===== config.mk =====
export PLATFORM = sky130hd
export DESIGN_NAME = delay_measure
export DESIGN_NICKNAME = d
export VERILOG_FILES = /design/src/rtl/delay_measure.sv
export SDC_FILE = /design/constraint.sdc
export NUM_CORES = 1
export LEC_CHECK = 0
export ABC_CLOCK_PERIOD_IN_PS = 1970
export CORE_ASPECT_RATIO = 0.9
export CORE_MARGIN = 2
export CORE_UTILIZATION = 49
export DETAILED_ROUTE_END_ITERATION = 8
export MAX_ROUTING_LAYER = met4
export PLACE_DENSITY_LB_ADDON = 0.08
export SLEW_MARGIN = 20
export SYNTH_ARGS = -nofsm -noshare
export SYNTH_HDL_FRONTEND = slang
export SYNTH_SLANG_ARGS = --single-unit

===== constraint.sdc =====
create_clock -name clk -period 1.97 [get_ports clk]
set_clock_uncertainty 0.05 [all_clocks]
set_input_delay 0.2955 -clock clk [delete_from_list [all_inputs] [get_ports clk]]
set_output_delay 0.2955 -clock clk [all_outputs]
set_load 0.01 [all_outputs]

===== src/rtl/delay_measure.sv =====
// Multi-lane round-trip delay meter: launches all lanes, counts edges until each return is seen.
// Define DELAY_MEASURE_SYNC_EN to put a two-flop synchronizer on every ret bit (+2 on each count).
module delay_measure #(
  parameter int N   = 1,
  parameter int W   = 8,
  parameter int TMO = 200
) (
  input  logic           clk,
  input  logic           rst,
  input  logic           start,
  output logic [N-1:0]   launch,
  input  logic [N-1:0]   ret,
  output logic           busy,
  output logic           done,
  output logic [N*W-1:0] cnt,
  output logic [N-1:0]   tmo
);

  typedef enum logic [1:0] {IDLE, MEAS, RECOVER, DONE} state_t;

  localparam logic [W-1:0] TMOW = W'(TMO);

  state_t         state, state_n;
  logic [W-1:0]   cyc, cyc_n, cyc_inc;
  logic [N-1:0]   seen, seen_n, launch_n, tmo_n, ret_s;
  logic [N*W-1:0] cnt_n;
  logic           busy_n, done_n;

`ifdef DELAY_MEASURE_SYNC_EN
  logic [N-1:0] sync1, sync2;

  always_ff @(posedge clk) begin
    if (rst) begin
      sync1 <= '0;
      sync2 <= '0;
    end else begin
      sync1 <= ret;
      sync2 <= sync1;
    end
  end

  assign ret_s = sync2;
`else
  assign ret_s = ret;
`endif

  assign cyc_inc = cyc + 1'b1;

  always_comb begin
    state_n  = state;
    cyc_n    = cyc;
    seen_n   = seen;
    launch_n = launch;
    cnt_n    = cnt;
    tmo_n    = tmo;
    done_n   = 1'b0;
    case (state)
      IDLE: begin
        if (start) begin
          launch_n = '1;
          cyc_n    = '0;
          cnt_n    = '0;
          tmo_n    = '0;
          seen_n   = '0;
          state_n  = MEAS;
        end
      end
      MEAS: begin
        cyc_n = cyc_inc;
        for (int unsigned k = 0; k < N; k++) begin
          if (ret_s[k] && !seen[k]) begin
            cnt_n[k*W +: W] = cyc_inc;
            seen_n[k]       = 1'b1;
          end
        end
        // lanes caught on the timeout edge itself still keep their real count
        if (&seen_n) begin
          state_n = RECOVER;
        end else if (cyc_inc == TMOW) begin
          for (int unsigned k = 0; k < N; k++) begin
            if (!seen_n[k]) begin
              cnt_n[k*W +: W] = '1;
              tmo_n[k]        = 1'b1;
            end
          end
          state_n = RECOVER;
        end
        if (state_n == RECOVER) begin
          launch_n = '0;
          cyc_n    = '0;
        end
      end
      RECOVER: begin
        cyc_n = cyc_inc;
        if (ret_s == '0 || cyc_inc == TMOW) begin
          state_n = DONE;
          done_n  = 1'b1;
        end
      end
      DONE: begin
        state_n = IDLE;
      end
      default: begin
        state_n = IDLE;
      end
    endcase
  end

  assign busy_n = (state_n != IDLE);

  always_ff @(posedge clk) begin
    if (rst) begin
      state  <= IDLE;
      cyc    <= '0;
      seen   <= '0;
      launch <= '0;
      cnt    <= '0;
      tmo    <= '0;
      busy   <= 1'b0;
      done   <= 1'b0;
    end else begin
      state  <= state_n;
      cyc    <= cyc_n;
      seen   <= seen_n;
      launch <= launch_n;
      cnt    <= cnt_n;
      tmo    <= tmo_n;
      busy   <= busy_n;
      done   <= done_n;
    end
  end

endmodule


# Word-level counts from Yosys, hierarchy flattened

Index checks and enable logic that the tools add are counted.

Multiplexer cells: 24
$lt $le $gt $ge: 0
Div/mod/pow operators: 0
Bitwise gates (word level): 2
$mul: 0
Equal/unequal tests: 9
Shift-type cells: 0
Reduce and logical (&&, ||, !) cells: 12
Add/subtract/negate cells: 1

Operator list:

| cell                | number |
|---|---|
| $mux 8              | 5 |
| $pmux 8 s3          | 1 |
| $pmux 8 s2          | 1 |
| $mux 2              | 5 |
| $add 8x1->8 const B | 1 |
| $eq 8x8->1 const B  | 1 |
| $mux 1              | 8 |
| $ne 2x2->1 const B  | 4 |
| $pmux 2 s4          | 1 |
| $eq 2x2->1 const B  | 3 |
| $pmux 1 s2          | 3 |
| $reduce_and 2->1    | 2 |
| $reduce_and 4->1    | 1 |
| $reduce_bool 2->1   | 2 |
| $reduce_and 3->1    | 1 |
| $reduce_bool 3->1   | 1 |
| $eq 2x1->1 const B  | 1 |
| $logic_not 2->1     | 1 |
| $not 1->1           | 2 |
| $reduce_or 2->1     | 1 |
| $logic_and 1x1->1   | 1 |
| $logic_not 1->1     | 1 |
| $logic_or 1x1->1    | 1 |

Memory bits (writable): 0
Latch bits: 0
Bits in read-only memories: 0
Input port bits: 4
Bits in registers: 23
Memories: 0

# Longest topological paths before layout

Depth after elaboration: 9
Gate-level depth with buffers: 9
Depth with buffers taken out: 7

# Worst setup path before layout

Ideal clock, no wire load.

Kind: reg2reg
Start point: register state[0]
End point: register cnt[5]
Setup slack: 96 ps
Period minus slack after synthesis: 1,874 ps
Data arrival time: 1,693 ps
Stages on the path, launching flop included: 9
Data required time: 1,788 ps
Buffers on the path: 1
Cell sequence: dfxtp_1 > inv_1 > ha_1 > buf_2 > nand2b_1 > o21ai_1 > a21o_1 > a221oi_1 > nor3_2

Cells in the longest elaborated chain, start to end: 3
Elaborated cells between the ends (all ways): 6

Ends and longest elaborated chain:

| element                                                                 | line | source |
|---|---|---|
| from (decl)                                                             | 23   | `state_t state, state_n;` |
| from (signal assigned)                                                  | 122  | `state <= state_n;` |
| $eq 2x1->1 / $logic_not 2->1 (equally long branches)                    | 57   | `case (state)` |
| $reduce_bool 2->1 (no source line) / $ne 2x2->1 (equally long branches) | -    |  |
| $reduce_and 2->1 (no source line)                                       | -    |  |
| to (signal assigned)                                                    | 126  | `cnt <= cnt_n;` |
| to (decl)                                                               | 15   | `output logic [N*W-1:0] cnt,` |

Parallel ways exist; a longest one is shown, timed or not.
A chain may end at the register's enable or synchronous reset.

# Worst setup path in the final report

Start point: register state[0]
End point: register cyc[2]

Cells in the longest elaborated chain, start to end: 6
Elaborated cells between the ends (all ways): 12

Ends and longest elaborated chain:

| element              | line | source |
|---|---|---|
| $mux 2               | 79   | `end else if (cyc_inc == TMOW) begin` |
| $mux 2               | 77   | `if (&seen_n) begin` |
| $mux 2               | 57   |  |
| $eq 2x2->1           | 88   | `if (state_n == RECOVER) begin` |
| $mux 8               | 88   |  |
| $pmux 8 s3           | 57   |  |
| to (signal assigned) | 123  | `cyc <= cyc_n;` |
| to (decl)            | 24   | `logic [W-1:0] cyc, cyc_n, cyc_inc;` |

Parallel ways exist; a longest one is shown, timed or not. The select of a mux whose other input is x is not followed.

==> impl_metrics.toml <==
[route]
wl_per_cell_um = 14.2
num_vias = 1300
dr.first_iter.drc_count = 73
drc = 0
first_pass_iters = 4
routed_wl_um = 3190
antenna_left = 0
vias_per_cell = 5.80

[floorplan]
die_h_um = 54.1
die-area_um2 = 3230
die_x_um = 59.7
initial_core_util = 0.506
core_um2 = 2700
ios = 16
rows = 18

[pwr]
ir_drop_mv = 0.441
p_per_area_nw_per_um2 = 694
p_leak_nw = 0.607
p_total_w = 0.00116

[synthesis]
synth_ff_type = "dfxtp_1"
synth_cells = 166
synthArstFlopShare = 0
ys_seq_area_frac = 0.337
syn_avg_cell_area_um2 = 8.24
synth.distinct_cells = 44
syn-num-nets = 174
synth-seq-cells = 23
synth_edf_count = 0
yosys_warnings = 0
synth_area_um2 = 1370

[clocking]
cts_resized = 0
cts.clk_slew.worst_paths_ns = 0.13
clk_latency_ns = 0.32
cts_buffer_depth = 2
cts_sinks = 23
clockRootBuffer = "clkbuf_4"
numCtsBuffers = 3
postCtsHoldBufs = 0
post-cts-setup-buffer-count = 0
h-tree-depth = 1
cts_tree = "yes"

[global_route]
grt_pass1_vias = 1136
grt_max_degree = 14
grt.overflow.total = 0
antenna_found_initial = 0
grt_use_total = 0.227
grt_pass1_wl_um = 5290

[timing]
hold_viol = 0
max_slew_margin = 0.629
period_needed_ns = 1.82
fin_hold_ws_ns = 0.431
tightest_slew_ns = 0.553
fmax_mhz = 549
grt_setup_unrepaired = "false"
final-max-slew-violation-count = 0
setup_viol = 0
setup-tns-final_ns = 0
fin_crit_sh = 0.924

[layout]
fin_nets = 203
area_growth_pct = 22.6
design_area_um2 = 1680
num_antenna_cells = 0
n_fill_cell = 237
drive_above_1_share = 0.175

[run]
cap_violations = 0

[critical_path]
rr_endpoint = "cyc[2]"
cpMaxStageDelayCell = "o21ai_1"
reg2reg_depth = 6
r2r-start = "state[0]"
path_delay_family = "compound AO/OA/AOI/OAI gates"
start_kind = "flop"
cp.arrival_ns = 2.04
crit_chain = "inv_1 > ha_1 > buf_4 > o21ai_1 > o21ai_0 > a21oi_1"
worstPathRequired_ns = 2.19
reg2reg_slack_ns = 0.15
end_kind = "flop"
cp_max_fo = 8
critPathKind = "reg2reg"
worst-path-buf-inv = 2
timing.critical_path.slowest_cell_delay_ns = 0.45

[placed_design]
dpl.hpwl_um = 2420
gp_congestion = 0.835
placed_area_um2 = 1650
io_buffers = 15

[min_path]
hp-class = "reg2reg"
hold_end = "cnt[7]"
worstHoldStart = "cnt[7]"
holdPathStages = 1

[outcome]
status = "completed"
[through the flow]
step | util | instances | setup WS [ns]
floorplan | - | 166 | 0.0957
global placement | 0.609 | 220 | 0.135
detailed placement | 0.609 | 220 | 0.0619
CTS | 0.619 | 224 | 0.127
global route | 0.620 | 224 | 0.00269
finish | 0.620 | 224 | 0.149
[how the worst max path moves through the flow]
stage | startpoint | endpoint | slack (ns) | depth (start not counted)
after global routing | state[0] | cyc[2] | 0.003 | 6
after global placement | start | cyc[2] | 0.13 | 6
after CTS | state[0] | cyc[1] | 0.13 | 7
after floorplan | state[0] | cnt[5] | 0.1 | 8
after detailed placement | start | cyc[7] | 0.06 | 7
final | state[0] | cyc[2] | 0.15 | 6
[synth_stat cells, drive strengths merged (2+ instances only)]
cell type | number | area [µm²]
o21a | 2 | 15.0
or2 | 3 | 21.3
clkbuf | 4 | 15.0
o31a | 2 | 17.5
nor2 | 11 | 41.3
xor2 | 2 | 17.5
dfxtp | 23 | 460
nand3b | 4 | 30.0
ha | 4 | 50.1
nand2 | 17 | 63.8
a21oi | 20 | 104
o21ai | 11 | 55.1
o32ai | 2 | 17.5
a31oi | 3 | 18.8
o2bb2ai | 2 | 17.5
nor3 | 10 | 71.3
nand3 | 6 | 30.0
nand2b | 10 | 70.1
buf | 3 | 15.0
o41ai | 2 | 32.5
a211oi | 3 | 40.0
and2 | 3 | 18.8
nor3b | 2 | 15.0
inv | 5 | 18.8
nor2b | 2 | 12.5
[sequential cells by signal, indices dropped and copies added, names as in the netlist]
register,count
cyc,8
done,1
launch,1
cnt,8
tmo,1
busy,1
seen,1
state,2
[logic make-up (layout without fill, tap and decap cells)]
kind of cell,Yosys count,after routing,share of synthesized area
mux,2,2,0.0247
flops,23,23,0.337
fa+ha+maj,4,4,0.0366
simple gates,72,72,0.297
xor+xnor,3,3,0.0192
buf+inv,12,40,0.0357
compound gates,50,50,0.250
[cell type report]
| type | instances | area (µm²) | area share |
|---|---|---|---|
| sequential | 23 | 460 | 0.275 |
| clock buffer | 4 | 26.3 | 0.0157 |
| inverter | 5 | 18.8 | 0.0112 |
| multi-input combinational | 131 | 863 | 0.515 |
| timing repair buffer | 31 | 270 | 0.161 |
| tap | 30 | 37.5 | 0.0224 |
[report_power, final]
| part | leakage, nW | switching (W) | total [W] | internal [W] |
|---|---|---|---|---|
| Sequential | 0.186 | 0.0000216 | 0.000514 | 0.000492 |
| Clock | 0.0150 | 0.000151 | 0.000230 | 0.0000794 |
| Combinational | 0.406 | 0.000221 | 0.000419 | 0.000198 |
| Total | 0.607 | 0.000394 | 0.00116 | 0.000769 |
[cell usage in the layout (no fill, tap or decap), drive strengths merged, types with 2 or more instances in the layout]
cell type,Yosys,final
o21a,2,2
and2,3,3
a21oi,20,20
nor2b,2,2
a31oi,3,3
dfxtp,23,23
o21ai,11,11
inv,5,5
nand2b,10,10
nor3b,2,2
o41ai,2,2
ha,4,4
nor2,11,11
buf,3,16
nor3,10,10
o32ai,2,2
clkdlybuf4s50,0,15
o31a,2,2
nand3b,4,4
nand3,6,6
nand2,17,17
a211oi,3,3
o2bb2ai,2,2
clkbuf,4,4
xor2,2,2
or2,3,3
[metal layers]
| layer | routed length, µm | GRT usage | up-vias |
|---|---|---|---|
| met2 | 1360 | 0.315 | 22 |
| met5 | 0 | - | - |
| met3 | 125 | 0.0457 | 5 |
| met4 | 36 | 0.0778 | 0 |
| met1 | 1660 | 0.322 | 616 |
| li1 | - | - | 657 |
(Power assumes the default switching activity.)
